## src/rtl/freq_meter_pkg.sv

```systemverilog
// Shared types and constants for the frequency meter: FSM states and
// packed-BCD geometry used by the edge counter and the top level.
package freq_meter_pkg;

   typedef enum logic {
      IDLE = 1'b0,
      GATE = 1'b1
   } state_t;

   localparam int DIGIT_W = 4;
   localparam int NDIGITS = 4;
   localparam int BCD_W   = DIGIT_W * NDIGITS;

   localparam logic [BCD_W-1:0] BCD_MAX = 16'h9999;

endpackage

```

## src/rtl/bcd_counter4.sv

```systemverilog
// Four-digit packed-BCD up-counter that saturates at 9999 with a sticky flag.
// count/sat are look-ahead values that already include this cycle's inc.
module bcd_counter4
   import freq_meter_pkg::*;
(
   input  logic             clk,
   input  logic             rst,
   input  logic             clr,
   input  logic             inc,
   output logic [BCD_W-1:0] count,
   output logic             sat
);

   logic [BCD_W-1:0] cnt_q;
   logic             sat_q;
   logic [BCD_W-1:0] bumped;
   logic             hit;

   // Ripple-carry BCD increment; result MSB reports that 9999 was already reached.
   function automatic logic [BCD_W:0] sat_inc(input logic [BCD_W-1:0] v);
      logic [BCD_W-1:0] r;
      logic             carry;
      r     = v;
      carry = 1'b1;
      if (v == BCD_MAX) begin
         return {1'b1, v};
      end
      for (int i = 0; i < NDIGITS; i++) begin
         if (carry) begin
            if (r[i*DIGIT_W +: DIGIT_W] == 4'd9) begin
               r[i*DIGIT_W +: DIGIT_W] = 4'd0;
            end else begin
               r[i*DIGIT_W +: DIGIT_W] = r[i*DIGIT_W +: DIGIT_W] + 4'd1;
               carry = 1'b0;
            end
         end
      end
      return {1'b0, r};
   endfunction

   always_comb begin
      {hit, bumped} = sat_inc(cnt_q);
      count = cnt_q;
      sat   = sat_q;
      if (inc) begin
         count = bumped;
         sat   = sat_q | hit;
      end
   end

   always_ff @(posedge clk) begin
      if (rst || clr) begin
         cnt_q <= '0;
         sat_q <= 1'b0;
      end else begin
         cnt_q <= count;
         sat_q <= sat;
      end
   end

endmodule

```

## src/rtl/freq_counter.sv

```systemverilog
// Gated rising-edge counter: counts sig_in edges over a 1 s or 0.1 s window
// (SW2) and latches the result as packed BCD with overflow and valid strobe.
module freq_counter
   import freq_meter_pkg::*;
#(
   parameter int CLK_HZ = 50_000_000
) (
   input  logic             clk,
   input  logic             rst,
   input  logic             sig_in,
   input  logic             SW2,
   output logic [BCD_W-1:0] out,
   output logic             ovf,
   output logic             valid
);

   localparam int TIMER_W = $clog2(CLK_HZ);
   localparam logic [TIMER_W-1:0] LAST_SLOW = TIMER_W'(CLK_HZ - 1);
   localparam logic [TIMER_W-1:0] LAST_FAST = TIMER_W'(CLK_HZ / 10 - 1);

   logic               sig_p0;
   logic               sig_p1;
   logic               sig_p2;
   logic               edge_p;
   logic               sw_q;
   state_t             state;
   logic [TIMER_W-1:0] timer;
   logic [TIMER_W-1:0] gate_last;
   logic               range_chg;
   logic               win_end;
   logic               cnt_clr;
   logic               cnt_inc;
   logic [BCD_W-1:0]   count;
   logic               sat;

   // Stage p0/p1 resynchronise sig_in; p2 holds the previous level for edge detect.
   always_ff @(posedge clk) begin
      if (rst) begin
         sig_p0 <= 1'b0;
         sig_p1 <= 1'b0;
         sig_p2 <= 1'b0;
      end else begin
         sig_p0 <= sig_in;
         sig_p1 <= sig_p0;
         sig_p2 <= sig_p1;
      end
   end

   assign edge_p    = sig_p1 & ~sig_p2;
   assign gate_last = sw_q ? LAST_FAST : LAST_SLOW;
   assign range_chg = (SW2 != sw_q);
   assign win_end   = (state == GATE) && (timer == gate_last) && !range_chg;
   assign cnt_clr   = (state == IDLE) || win_end;
   assign cnt_inc   = (state == GATE) && edge_p;

   bcd_counter4 u_cnt (
      .clk   (clk),
      .rst   (rst),
      .clr   (cnt_clr),
      .inc   (cnt_inc),
      .count (count),
      .sat   (sat)
   );

   // A range change overrides a coinciding window end so a mixed-gate count is never latched.
   always_ff @(posedge clk) begin
      if (rst) begin
         state <= IDLE;
         timer <= '0;
         sw_q  <= SW2;
         out   <= '0;
         ovf   <= 1'b0;
         valid <= 1'b0;
      end else begin
         sw_q  <= SW2;
         valid <= win_end;
         if (range_chg) begin
            state <= IDLE;
            timer <= '0;
         end else begin
            case (state)
               IDLE: begin
                  state <= GATE;
                  timer <= '0;
               end
               GATE: begin
                  if (timer == gate_last) begin
                     timer <= '0;
                     out   <= count;
                     ovf   <= sat;
                  end else begin
                     timer <= timer + TIMER_W'(1);
                  end
               end
               default: begin
                  state <= IDLE;
                  timer <= '0;
               end
            endcase
         end
      end
   end

endmodule

```

## config.mk

```make
export PLATFORM = sky130hd
export DESIGN_NAME = freq_counter
export DESIGN_NICKNAME = d
export VERILOG_FILES = /design/src/rtl/freq_meter_pkg.sv /design/src/rtl/bcd_counter4.sv /design/src/rtl/freq_counter.sv
export SDC_FILE = /design/constraint.sdc
export NUM_CORES = 1
export LEC_CHECK = 0
export CORE_AREA = 2 2 75 77
export DETAILED_ROUTE_END_ITERATION = 10
export DIE_AREA = 0 0 77 79
export HOLD_SLACK_MARGIN = 0.1
export PLACE_DENSITY = 0.9
export SYNTH_ARGS = -nofsm -noshare
export SYNTH_HDL_FRONTEND = slang
export SYNTH_SLANG_ARGS = --single-unit
```

## constraint.sdc

```tcl
create_clock -name clk -period 4.1 [get_ports clk]
set_input_delay 0.41 -clock clk [delete_from_list [all_inputs] [get_ports clk]]
set_output_delay 0.41 -clock clk [all_outputs]
set_load 0.1 [all_outputs]
```

==> impl_metrics.tcl <==
set metrics [dict create \
    fillCellCount 452 \
    grt_pass1_vias 2399 \
    cts-buffers-inserted 9 \
    gp_congestion 0.806 \
    dp_hpwl_um 4340 \
    cts.sinks 66 \
    drc 0 \
    yosys_warnings 0 \
    dieArea_um2 6080 \
    drt_first_pass_iters 5 \
    ys.flop_type "dfxtp_1" \
    synth-async-reset-ratio_pct 0 \
    clkTransAtPathRegs_ps 80 \
    critPathMaxStageDelay_ps 1160 \
    final_common_cell "dfxtp_1" \
    rsz0062_at_grt "false" \
    setup_viol 0 \
    ys_seq_area_share_pct 43.0 \
    grt_first_pass_wirelength_um 10400 \
    p_per_area_nw_per_um2 333 \
    worstPathMaxFanout 2 \
    fin_hold_ws_ps 436 \
    cpMaxStageDelayCell "clkdlybuf4s50_1" \
    drt-initial-drc-count 155 \
    initial_core_util_pct 57.6 \
    worst_clock_skew_ps 9.50 \
    grt_usage_pct 21.3 \
    timing.setup.tns_ps 0 \
    instances_no_fill 444 \
    syn-cell-area_um2 3070 \
    postSynthCellCount 348 \
    viasPerCell 5.58 \
    final_nets 372 \
    ir_drop_mv 0.269 \
    fmax_mhz 438 \
    rows 27 \
    final_cell_mix "66 x dfxtp_1, 44 x nor2_1, 24 x a21oi_1" \
    areaGrowthSynthToFinish_pct 12.8 \
    cts_hold_buf 0 \
    post_cts_buffers 0 \
    worstPathCellList "clkdlybuf4s50_1" \
    outcome "complete, no violations" \
    end_kind "primary output" \
    portBuffers 21 \
    crit_family "buffers and inverters" \
    worst-path-buf-inv 1 \
    worst_setup_path_start_kind "flop" \
    antenna_found_initial 0 \
    cts_buffer_depth 2 \
    die_h_um 79 \
    clock-root-buffer "clkbuf_8" \
    grt_max_degree 27 \
    dpl.cell_count 428 \
    tightest_slew_ps 991 \
    netlist-cell-type-count 50 \
    cap_violations 0 \
    hold_violations 0 \
    drt_wl_total_um 6080 \
    die_w_um 77 \
    insertion_delay_ps 340 \
    core_um2 5340 \
    drive_gt1_share_pct 8.06 \
    vias 2476 \
    worstSetupPathType "flop to primary output" \
    finalCritPeriodShare_pct 55.7 \
    post-route-util_pct 65.0 \
    overflow 0 \
    relSlewSlack_pct 33.7 \
    syn_area_per_cell_um2 8.83 \
    postRouteAntennaNets 0 \
    htreeDepth 3 \
    cts_resized 0 \
    ios 22 \
    arrival_ps 1870 \
    synthesis.nets 353 \
    min-delay-path-class "flop to flop" \
    avgRoutedWirePerCell_um 13.7 \
    n_antenna_cell 0 \
    synth_seq_cells 66 \
    synth-edff-count 0 \
    power.total_uw 1150 \
    power.leakage_uw 0.00110 \
    crit_required_ps 3690 \
    cts_tree "yes" \
    drv_slew 0 \
    fin_crit_ps 2280 \
]
[path summary, 6_finish.rpt]
path | start | to | slack (ps) | cells past startpoint
setup / recovery | out[14]$_SDFFE_PP0P_ | out[14] | 1820 | 1
hold / removal | sig_p0$_SDFF_PP0_ | sig_p1$_SDFF_PP0_ | 440 | 1
setup reg to reg | sw_q$_DFF_P_ | timer[7]$_SDFF_PP0_ | 1960 | 5
hold reg to reg | sig_p0$_SDFF_PP0_ | sig_p1$_SDFF_PP0_ | 440 | 1
[metal layers]
layer	share of wire (%)	vias to the layer above	GRT usage [%]
li1	-	1259	-
met1	46	1157	25.0
met2	50	52	37.0
met3	3.7	8	5.80
met4	1.1	0	8.39
met5	0	-	0
[flip-flops by register name (all words and copies together) (netlist names)]
signal,flops
timer,26
out,16
u_cnt.cnt_q,16
ovf,1
sig_p0,1
sig_p1,1
sig_p2,1
state,1
sw_q,1
u_cnt.sat_q,1
valid,1
[cell usage after synthesis (4+ instances only)]
cell type,n,area (um^2)
nor2_1,44,165
and3_1,9,56.3
buf_2,4,20.0
nand2b_1,14,87.6
and2_1,4,25.0
mux2i_1,4,40.0
nand3_1,15,75.1
clkbuf_1,4,15.0
xor2_1,12,105
o21ai_0,7,35.0
a211oi_1,6,45.0
a21oi_1,24,120
nor4_1,5,31.3
nor3_1,13,65.1
nor3b_1,4,30.0
and4_1,4,35.0
dfxtp_1,66,1320
nor2b_1,12,75.1
nand4_1,10,62.6
nand2_1,16,60.1
inv_1,12,45.0
buf_6,4,45.0
xnor2_1,18,158
[layout make-up]
class | count | area (um^2) | area share (%)
clock buffers | 10 | 138 | 3.97
clock inverters | 6 | 42.5 | 1.23
multi-input cells | 257 | 1620 | 46.7
flip-flops and latches | 66 | 1320 | 38.1
repair buffers | 21 | 210 | 6.06
well taps | 72 | 90.1 | 2.60
inverters | 12 | 45.0 | 1.30
[cells by family (layout without fill, tap and decap cells)]
logic type	count (synthesis)	after routing	synth area share, %
and+or+nand+nor	166	166	30.4
DFF	66	66	43.0
AOI/OAI and AO/OA	55	55	11.7
xor gates and xnor gates	30	30	8.55
buffers and inverters	25	49	4.31
muxes	5	5	1.67
adders and majority gates	1	1	0.407
[stage by stage]
| step | instance area (um^2) | setup slack (ps) |
|---|---|---|
| floorplan | 3070 | 2340 |
| global placement | 3290 | 1690 |
| detailed placement | 3290 | 1570 |
| CTS | 3470 | 1790 |
| global route | 3470 | 1690 |
| finish | 3470 | 1820 |
[report_power, final]
part | leakage (uW) | switching, uW | internal, uW
Combinational | 0.000478 | 13.8 | 9.17
Clock | 0.0000882 | 249 | 235
Sequential | 0.000533 | 2.65 | 644
Total | 0.00110 | 265 | 888
No activity file was read; power rests on OpenSTA's default activity.
